[src/rtl/mouse_init_sequencer.sv]
`default_nettype none
// +----------------------------------------------------------------------------+
// | Module      : mouse_init_sequencer                                         |
// | Description : Runs the PS/2 mouse power-up sequence through ps2_host:      |
// |               reset (FF), BAT check, set sample rate (F3 + arg), enable    |
// |               reporting (F4). Every reply byte is checked. A NACK/resend   |
// |               (FE) resends the current command. A bad byte, a line error   |
// |               or a timeout restarts the sequence until MAX_RETRY restarts  |
// |               are used up. Once DONE, received bytes are forwarded as     |
// |               movement stream bytes.                                       |
// | Option      : MOUSE_INIT_SCROLL_EN adds the IntelliMouse knock (F3 C8,     |
// |               F3 64, F3 50, F2 -> ID) and a final F4 before DONE.          |
// | Revision    : 1.0 - initial release                                        |
// +----------------------------------------------------------------------------+
// | Ports                                                                      |
// |   clk, reset          system clock, async active-high reset                |
// |   restart             1-cycle pulse, rerun the sequence, retries cleared   |
// |   busy                ps2_host transmitter busy                            |
// |   read, rx_data       received byte strobe and data                        |
// |   error               ps2_host frame/parity error strobe                   |
// |   write, tx_data      send request pulse and command byte                  |
// |   init_done/fail      sequence status                                      |
// |   retry_count         restarts consumed so far                             |
// |   stream_valid/data   forwarded rx bytes after DONE                        |
// |   wheel_present       scroll wheel detected                                |
// +----------------------------------------------------------------------------+
module mouse_init_sequencer #(
  parameter logic [7:0]  SAMPLE_RATE    = 8'd100,
  parameter int unsigned TIMEOUT_CYCLES = 25_000_000,
  parameter int unsigned MAX_RETRY      = 3
) (
  input  logic       clk,
  input  logic       reset,
  input  logic       restart,
  input  logic       busy,
  input  logic       read,
  input  logic [7:0] rx_data,
  input  logic       error,
  output logic       write,
  output logic [7:0] tx_data,
  output logic       init_done,
  output logic       init_fail,
  output logic [3:0] retry_count,
  output logic       stream_valid,
  output logic [7:0] stream_data,
  output logic       wheel_present
);

  localparam int TIMER_W = (TIMEOUT_CYCLES > 2) ? $clog2(TIMEOUT_CYCLES) : 1;
  localparam logic [TIMER_W-1:0] TIMER_LAST  = TIMER_W'(TIMEOUT_CYCLES - 1);
  localparam logic [TIMER_W-1:0] TIMER_ONE   = TIMER_W'(1);
  localparam logic [3:0]         RETRY_LIMIT = 4'(MAX_RETRY);
`ifdef MOUSE_INIT_SCROLL_EN
  localparam logic [3:0]         LAST_STEP   = 4'd11;
  localparam logic [3:0]         ID_STEP     = 4'd10;
`else
  localparam logic [3:0]         LAST_STEP   = 4'd3;
`endif

  typedef enum logic [2:0] {
    S_SEND  = 3'd0,
    S_WAIT  = 3'd1,
    S_RETRY = 3'd2,
    S_DONE  = 3'd3,
    S_FAIL  = 3'd4
  } state_t;

  state_t               state, state_n;
  logic [3:0]           step, step_n;
  logic [1:0]           reply_idx, reply_idx_n;
  logic [TIMER_W-1:0]   timer, timer_n;
  logic [3:0]           retry_n;
  logic [7:0]           tx_data_n;
  logic                 write_n;
  logic                 stream_valid_n;
  logic [7:0]           stream_data_n;
  logic                 reply_match;
  logic                 wheel_n;

  // Command byte sent at each step of the sequence.
  function automatic logic [7:0] cmd_byte(input logic [3:0] s);
    case (s)
      4'd0:    cmd_byte = 8'hFF;
      4'd1:    cmd_byte = 8'hF3;
      4'd2:    cmd_byte = SAMPLE_RATE;
`ifdef MOUSE_INIT_SCROLL_EN
      4'd4:    cmd_byte = 8'hF3;
      4'd5:    cmd_byte = 8'hC8;
      4'd6:    cmd_byte = 8'hF3;
      4'd7:    cmd_byte = 8'h64;
      4'd8:    cmd_byte = 8'hF3;
      4'd9:    cmd_byte = 8'h50;
      4'd10:   cmd_byte = 8'hF2;
`endif
      default: cmd_byte = 8'hF4;
    endcase
  endfunction

  // Index of the last reply byte expected for a step.
  function automatic logic [1:0] last_reply(input logic [3:0] s);
    last_reply = 2'd0;
    if (s == 4'd0) last_reply = 2'd2;
`ifdef MOUSE_INIT_SCROLL_EN
    if (s == ID_STEP) last_reply = 2'd1;
`endif
  endfunction

  // Reset replies with ACK, BAT pass, device ID; everything else just ACKs.
  function automatic logic [7:0] expected_reply(input logic [3:0] s, input logic [1:0] idx);
    expected_reply = 8'hFA;
    if (s == 4'd0 && idx == 2'd1) expected_reply = 8'hAA;
    if (s == 4'd0 && idx == 2'd2) expected_reply = 8'h00;
  endfunction

  always_ff @(posedge clk or posedge reset) begin
    if (reset) begin
      state        <= S_SEND;
      step         <= 4'd0;
      reply_idx    <= 2'd0;
      timer        <= '0;
      retry_count  <= 4'd0;
      tx_data      <= 8'h00;
      write        <= 1'b0;
      stream_valid <= 1'b0;
      stream_data  <= 8'h00;
    end else begin
      state        <= state_n;
      step         <= step_n;
      reply_idx    <= reply_idx_n;
      timer        <= timer_n;
      retry_count  <= retry_n;
      tx_data      <= tx_data_n;
      write        <= write_n;
      stream_valid <= stream_valid_n;
      stream_data  <= stream_data_n;
    end
  end

`ifdef MOUSE_INIT_SCROLL_EN
  always_ff @(posedge clk or posedge reset) begin
    if (reset) wheel_present <= 1'b0;
    else       wheel_present <= wheel_n;
  end
`else
  assign wheel_present = 1'b0;
`endif

  always_comb begin
    state_n        = state;
    step_n         = step;
    reply_idx_n    = reply_idx;
    timer_n        = timer;
    retry_n        = retry_count;
    tx_data_n      = tx_data;
    write_n        = 1'b0;
    stream_valid_n = 1'b0;
    stream_data_n  = stream_data;
    wheel_n        = wheel_present;

    reply_match = (rx_data == expected_reply(step, reply_idx));
`ifdef MOUSE_INIT_SCROLL_EN
    // The ID reply decides wheel presence; 00 and 03 are both legal.
    if (step == ID_STEP && reply_idx == 2'd1)
      reply_match = (rx_data == 8'h03) || (rx_data == 8'h00);
`endif

    if (restart) begin
      // A transfer already on the wire is left alone; its reply lands in
      // SEND and is dropped there.
      state_n     = S_SEND;
      step_n      = 4'd0;
      reply_idx_n = 2'd0;
      timer_n     = '0;
      retry_n     = 4'd0;
      wheel_n     = 1'b0;
    end else begin
      case (state)
        S_SEND: begin
          if (!busy) begin
            tx_data_n   = cmd_byte(step);
            write_n     = 1'b1;
            timer_n     = '0;
            reply_idx_n = 2'd0;
            state_n     = S_WAIT;
          end
        end
        S_WAIT: begin
          if (error) begin
            state_n = S_RETRY;
          end else if (read) begin
            if (reply_match) begin
              timer_n = '0;
`ifdef MOUSE_INIT_SCROLL_EN
              if (step == ID_STEP && reply_idx == 2'd1) wheel_n = (rx_data == 8'h03);
`endif
              if (reply_idx == last_reply(step)) begin
                reply_idx_n = 2'd0;
                if (step == LAST_STEP) begin
                  state_n = S_DONE;
                end else begin
                  step_n  = step + 4'd1;
                  state_n = S_SEND;
                end
              end else begin
                reply_idx_n = reply_idx + 2'd1;
              end
            end else if (rx_data == 8'hFE) begin
              state_n = S_SEND;
            end else begin
              state_n = S_RETRY;
            end
          end else if (timer == TIMER_LAST) begin
            state_n = S_RETRY;
          end else begin
            timer_n = timer + TIMER_ONE;
          end
        end
        S_RETRY: begin
          if (retry_count == RETRY_LIMIT) begin
            state_n = S_FAIL;
          end else begin
            retry_n     = retry_count + 4'd1;
            step_n      = 4'd0;
            reply_idx_n = 2'd0;
            state_n     = S_SEND;
          end
        end
        S_DONE: begin
          if (read) begin
            stream_valid_n = 1'b1;
            stream_data_n  = rx_data;
          end
        end
        S_FAIL: begin
        end
        default: state_n = S_SEND;
      endcase
    end
  end

  assign init_done = (state == S_DONE);
  assign init_fail = (state == S_FAIL);

endmodule
`default_nettype wire

[config.mk]
export PLATFORM = sky130hd
export DESIGN_NAME = mouse_init_sequencer
export DESIGN_NICKNAME = d
export VERILOG_FILES = /design/src/rtl/mouse_init_sequencer.sv
export SDC_FILE = /design/constraint.sdc
export NUM_CORES = 1
export LEC_CHECK = 0
export BUFFER_PORTS_ARGS = -buffer_cell sky130_fd_sc_hd__buf_2
export CAP_MARGIN = 0
export CELL_PAD_IN_SITES_DETAIL_PLACEMENT = 0
export CELL_PAD_IN_SITES_GLOBAL_PLACEMENT = 2
export CORE_MARGIN = 2
export CORE_UTILIZATION = 39
export DETAILED_ROUTE_END_ITERATION = 16
export PLACE_DENSITY = 0.81
export SYNTH_ARGS = -nofsm -noshare
export SYNTH_HDL_FRONTEND = slang
export SYNTH_SLANG_ARGS = --single-unit
export TNS_END_PERCENT = 100
[constraint.sdc]
create_clock -name clk -period 6.7 [get_ports clk]
set_clock_uncertainty 0.2 [all_clocks]
set_input_delay 1.005 -clock clk [delete_from_list [all_inputs] [get_ports clk]]
set_output_delay 1.005 -clock clk [all_outputs]
set_load 0.01 [all_outputs]
==> out/results.ini, run 1 <==
[status]
status = finished clean

[clocking]
cts_tree = built
holdBufCountCts = 0
cts_sinks = 53
cts-htree-levels = 2
cts_buffer_depth = 2
clkLatencyLatePin_ps = 300
clk_pin_slew_ps = 100
ctsResizeCount = 0
post-cts-setup-buffers = 0
cts_buffers = 5
cts_root_buffer = clkbuf_8

[synth]
synth_top_area_cell = dfrtp_1
netlist.area_leader.share_pct = 43.9
ys_types = 52
syn_inst = 323
synth_edf_count = 0
synth_nets = 345
ys_ff_latch = 53
ys.warnings.count = 0
postSynthAreaPerCell_um2 = 9.35
yosys_most_used_dff = dfrtp_1
yosys-top-cells-area = dfrtp_1 44%, o21ai_0 4.8%, a21oi_1 3.6%, ha_1 3.3%, or3_1 3.3%
async_reset_ff_share_pct = 100
seq_area_frac_synth_pct = 43.9
synthesis.area_um2 = 3020

[grt]
grt_pass1_wl_mm = 11.5
grt_max_degree = 54
antenna_found_initial = 0
overflow = 0
gr-usage-all-layers_pct = 16.7
grt_pass1_vias = 2378

[timing]
worst_slew_pin_slew_ps = 896
fin_crit_ps = 3800
setup_violations = 0
grt_setup_unrepaired = false
slew_headroom_pct = 40.3
hold_viol_final = 0
max_freq_mhz = 263
slew_violations = 0
timing.final.crit_share_pct = 56.7
timing.hold.ws_ps = 283
fin_setup_tns_ps = 0

[floorplan]
pin_count = 39
die_h_um = 92.0
dieWidth_um = 92.0
start_util_pct = 39.7
core_area_um2 = 7610
die-area_um2 = 8470
rows = 32

[drt]
wl_per_cell_um = 14.6
num_vias = 2494
dr.pass1.iters = 4
drt_iter0_drc = 73
drt_wl_total_mm = 6.65
drc_errors = 0
ant_nets = 0
avgViaCountPerCell = 5.47

[critical_path]
worstSetupEndpointType = flip-flop
crit_type = reg -> reg
required_ps = 6660
critical_path_arrival_ps = 3760
start_kind = flip-flop
crit_path_max_fanout = 22

[power]
p_seq_share_pct = 42.9
switchingPower_mw = 0.343
p_leak_nw = 1.48
power_frac_comb_pct = 33.5
clkPwrFrac_pct = 23.6
p_sw_share_pct = 35.7
ir_drop_uv = 76.5
p_int_mw = 0.618
finalPower_mw = 0.961
p_per_area_nw_per_um2 = 285

[cells_and_area]
nets = 375
drive_gt1_share_pct = 18.6
num_antenna_cells = 0
final_util_pct = 44.3
area_growth_pct = 11.6
finalNonFillerCells = 456

[placement]
place_inst = 448
numPortBuffers = 37
post-dp-hpwl_mm = 4.77
place_congestion = 0.781

[run]
drv_cap = 0

[min_path]
hold_path.class = reg -> reg

## stage by stage
step                      area [um^2]  worst slack [ps]
after floorplan                  3020              3600
after global placement           3260              2670
after detailed placement         3260              2610
after CTS                        3370              2860
after global routing             3370              2590
final                            3370              2900
## area by class of cell
cell class | instances | area [um^2]
clock inverter | 1 | 30.0
tap | 102 | 128
multi-input combinational | 241 | 1560
inverter | 14 | 52.6
timing repair buffer | 38 | 193
sequential | 53 | 1330
clock buffer | 7 | 86.3
fill | 767 | 4240
## synthesized netlist by cell type, drive strengths merged (7+ instances only)
cell type / instances
a21oi: 24
and3: 7
buf: 9
dfrtp: 53
ha: 8
inv: 14
mux2: 8
nand2: 22
nand3: 15
nand4: 8
nor2: 23
o21ai: 30
or3: 16
xor2: 9
## flip-flops by register name (all words and copies together), names as in the netlist
| name | cells |
|---|---|
| stream_valid | 1 |
| stream_data | 8 |
| reply_idx | 2 |
| state | 3 |
| write | 1 |
| tx_data | 5 |
| retry_count | 4 |
| step | 4 |
| timer | 25 |
## cells by family after synthesis
family | share of synthesized area, %
and+or+nand+nor | 22.4
muxes | 3.31
AOI/OAI and AO/OA | 19.5
buffers and inverters | 4.60
DFF | 43.9
other | 0.124
xor gates and xnor gates | 2.90
adders and majority gates | 3.31
## worst max-delay path: stages (launching register included)
cell and delay (ps):
dfrtp_1 440, inv_1 140, ha_1 210, or3b_4 420
a2111o_1 430, a211oi_2 710, and2_2 280, o21a_1 710
nor2_1 120
## metal layers
| layer | part of all wire, % | vias up | global-route usage (%) |
|---|---|---|---|
| met5 | 0 | - | 0 |
| met4 | 1.9 | 0 | 6.22 |
| met3 | 4.0 | 11 | 2.71 |
| met2 | 45 | 54 | 27.1 |
| met1 | 49 | 1183 | 22.4 |
| li1 | - | 1246 | - |
## layout by cell type, fill, tap and decap left out, drive strengths merged, types with 5 or more instances in the layout
| master | netlist | final |
|---|---|---|
| ha | 8 | 8 |
| buf | 9 | 38 |
| inv | 14 | 14 |
| nor2 | 23 | 23 |
| nand2 | 22 | 22 |
| xor2 | 9 | 9 |
| dfrtp | 53 | 53 |
| nand4 | 8 | 8 |
| nand2b | 6 | 6 |
| nand3 | 15 | 15 |
| and3 | 7 | 7 |
| nor3 | 6 | 6 |
| or3 | 16 | 16 |
| clkbuf | 6 | 7 |
| a21oi | 24 | 24 |
| a21o | 5 | 5 |
| mux2 | 8 | 8 |
| o21ai | 30 | 30 |
| and2 | 5 | 5 |
| o41ai | 5 | 5 |
| o2111ai | 6 | 6 |
## power by group through the flow
stage	clock (mW)	combinational, mW	sequential (mW)
5_1_grt	0.250	0.362	0.421
3_3_place_gp	0	0.326	0.419
3_5_place_dp	0	0.326	0.420
6_report	0.227	0.322	0.413
4_1_cts	0.236	0.327	0.413
2_1_floorplan	0	0.222	0.432
## final timing paths
check                      startpoint      endpoint  slack [ps]  cells past startpoint
max reg2reg                   step[0]     timer[24]        2900                      8
max                           step[0]     timer[24]        2900                      8
min reg2reg                tx_data[2]    tx_data[2]         280                      2
min in group asynchronous       reset  stream_valid         680                      3
min                        tx_data[2]    tx_data[2]         280                      2
max in group asynchronous       reset      timer[0]        5170                      3
No activity file was read; power rests on OpenSTA's default activity.
==> run 2: changes to the inputs <==
--- a/config.mk
+++ b/config.mk
@@ -10,9 +10,9 @@
 export CELL_PAD_IN_SITES_DETAIL_PLACEMENT = 0
 export CELL_PAD_IN_SITES_GLOBAL_PLACEMENT = 2
 export CORE_MARGIN = 2
-export CORE_UTILIZATION = 39
+export CORE_UTILIZATION = 36
 export DETAILED_ROUTE_END_ITERATION = 16
-export PLACE_DENSITY = 0.81
+export PLACE_DENSITY = 0.75
 export SYNTH_ARGS = -nofsm -noshare
 export SYNTH_HDL_FRONTEND = slang
 export SYNTH_SLANG_ARGS = --single-unit
==> constraint.sdc (replaced) <==
create_clock -name clk -period 3.9 [get_ports clk]
set_clock_uncertainty 0.2 [all_clocks]
set_input_delay 0.585 -clock clk [delete_from_list [all_inputs] [get_ports clk]]
set_output_delay 0.585 -clock clk [all_outputs]
set_load 0.01 [all_outputs]
==> out/results.ini, run 2 (same netlist as run 1, synthesis figures left out) <==
[status]
status = finished clean  ; unchanged

[cells_and_area]
final_util_pct = 41.6  ; was 44.3%
drive_gt1_share_pct = 19.3  ; was 18.6%
nets = 378  ; was 375
num_antenna_cells = 0  ; unchanged
fillers = 859  ; was 767
area_growth_pct = 12.5  ; was 11.6%
finalNonFillerCells = 462  ; was 456
reg_top3 = timer x25, stream_data x8, tx_data x5  ; unchanged
top_register = timer  ; unchanged
largest_register_ffs = 25  ; unchanged
layout_common_cells = 53 x dfrtp_1, 37 x buf_2, 29 x o21ai_0, 23 x nor2_1, 22 x a21oi_1  ; unchanged
final_common_cell = dfrtp_1  ; unchanged
stdcell_area_um2 = 3400  ; was 3370 um^2

[critical_path]
required_ps = 3940  ; was 6660 ps
path_cells = inv_1 > ha_1 > or3b_4 > a2111o_1 > a21oi_1 > o211ai_2 > or4_1 > a21oi_1  ; was inv_1 > ha_1 > or3b_4 > a2111o_1 > a211oi_2 > and2_2 > o21a_1 > nor2_1
r2r-end = timer[22]  ; was timer[24]
critical_path_arrival_ps = 3340  ; was 3760 ps
critPathSlowestCell = or4_1  ; was a211oi_2
start_kind = flip-flop  ; unchanged
rr_worst_depth = 8  ; unchanged
worst-path-buf-inv = 1  ; unchanged
r2r-start = step[0]  ; unchanged
cp_common_cell = a21oi_1
max_stage_delay_ps = 600  ; was 710 ps
regToRegSetupSlack_ps = 600  ; was 2900 ps
crit_type = reg -> reg  ; unchanged
worstSetupEndpointType = flip-flop  ; unchanged
cpLargestDelayFamily = compound AO/OA/AOI/OAI gates  ; unchanged
crit_path_max_fanout = 24  ; was 22

[timing]
layout_setup_ws_ps = 597  ; was 2900 ps
worst_slew_pin_slew_ps = 864  ; was 896 ps
slew_violations = 0  ; unchanged
slew_headroom_pct = 42.3  ; was 40.3%
timing.final.crit_share_pct = 84.7  ; was 56.7%
setup_violations = 0  ; unchanged
hold_viol_final = 0  ; unchanged
grt_setup_unrepaired = false  ; unchanged
max_freq_mhz = 303  ; was 263 MHz
fin_setup_tns_ps = 0  ; unchanged
fin_crit_ps = 3300  ; was 3800 ps
timing.hold.ws_ps = 225  ; was 283 ps

[run]
drv_cap = 0  ; unchanged

[clocking]
clk_pin_slew_ps = 100  ; about the same
cts_buffers = 5  ; unchanged
clkLatencyLatePin_ps = 310  ; was 300 ps
cts_sinks = 53  ; unchanged
cts_root_buffer = clkbuf_8  ; unchanged
holdBufCountCts = 0  ; unchanged
cts-htree-levels = 2  ; unchanged
cts_buffer_depth = 2  ; unchanged
ctsResizeCount = 0  ; unchanged
post-cts-setup-buffers = 0  ; unchanged
cts_tree = built  ; unchanged

[floorplan]
dieWidth_um = 95.6  ; was 92.0 um
die-area_um2 = 9140  ; was 8470 um^2
core_area_um2 = 8180  ; was 7610 um^2
die_h_um = 95.6  ; was 92.0 um
rows = 33  ; was 32
start_util_pct = 37.0  ; was 39.7%
pin_count = 39  ; unchanged

[power]
p_seq_share_pct = 42.6  ; was 42.9%
clkPwrFrac_pct = 23.5  ; was 23.6%
finalPower_mw = 1.67  ; was 0.961 mW
p_int_mw = 1.07  ; was 0.618 mW
power_frac_comb_pct = 33.9  ; was 33.5%
switchingPower_mw = 0.597  ; was 0.343 mW
p_leak_nw = 1.50  ; was 1.48 nW
ir_drop_uv = 177  ; was 76.5 uV
p_per_area_nw_per_um2 = 491  ; was 285 nW/um^2
p_sw_share_pct = 35.8  ; was 35.7%

[grt]
grt_pass1_vias = 2425  ; was 2,378
overflow = 0  ; unchanged
gr-usage-all-layers_pct = 16.5  ; was 16.7%
grt_pass1_wl_mm = 11.9  ; was 11.5 mm
grt_max_degree = 39  ; was 54
antenna_found_initial = 0  ; unchanged

[placement]
placed_cell_area_um2 = 3280  ; was 3260 um^2
post-dp-hpwl_mm = 5.13  ; was 4.77 mm
place_inst = 454  ; was 448
place_congestion = 0.750  ; was 0.781
numPortBuffers = 37  ; unchanged
place_ws_ps = 611  ; was 2610 ps

[drt]
drc_errors = 0  ; unchanged
drt_wl_total_mm = 6.94  ; was 6.65 mm
wl_per_cell_um = 15.0  ; was 14.6 um
avgViaCountPerCell = 5.45  ; was 5.47
dr.pass1.iters = 6  ; was 4
ant_nets = 0  ; unchanged
num_vias = 2519  ; was 2,494
drt_iter0_drc = 114  ; was 73

[min_path]
hold_path.class = in -> async  ; was reg -> reg

run 2: cell count changes in the layout (fill, tap and decap cells not counted):
cell	previous run	this run
buf_4	1	4
run 2: routing by layer:
metal	share of wire [%]	GRT usage, %	vias to the layer above
li1	-	-	1244
met1	49	23.1	1227
met2	47	26.8	42
met3	3.2	2.61	6
met4	0.91	3.57	0
met5	0	0	-
run 2: cell type report:
class | instances | area [um^2] | area share [%]
clock buffer | 7 | 86.3 | 2.54
clock inverter | 1 | 30.0 | 0.884
inverter | 14 | 52.6 | 1.55
multi-input combinational | 241 | 1560 | 45.8
sequential | 53 | 1330 | 39.0
tap | 105 | 131 | 3.87
timing repair buffer | 41 | 215 | 6.33
run 2: power by group through the flow:
stage / combinational, mW / sequential (mW) / clock [mW]
6_report: 0.566 / 0.710 / 0.391
5_1_grt: 0.644 / 0.730 / 0.429
4_1_cts: 0.577 / 0.711 / 0.403
3_5_place_dp: 0.575 / 0.723 / 0
3_3_place_gp: 0.572 / 0.719 / 0
2_1_floorplan: 0.381 / 0.741 / 0
run 2: worst max path at each step:
| stage | cells past startpoint | start | endpoint |
|---|---|---|---|
| final | 8 | step[0] | timer[22] |
| after global routing | 8 | step[0] | timer[22] |
| after CTS | 8 | step[0] | timer[22] |
| after detailed placement | 8 | step[0] | timer[22] |
| after global placement | 8 | step[0] | timer[22] |
| after floorplan | 9 | step[0] | state[0] |
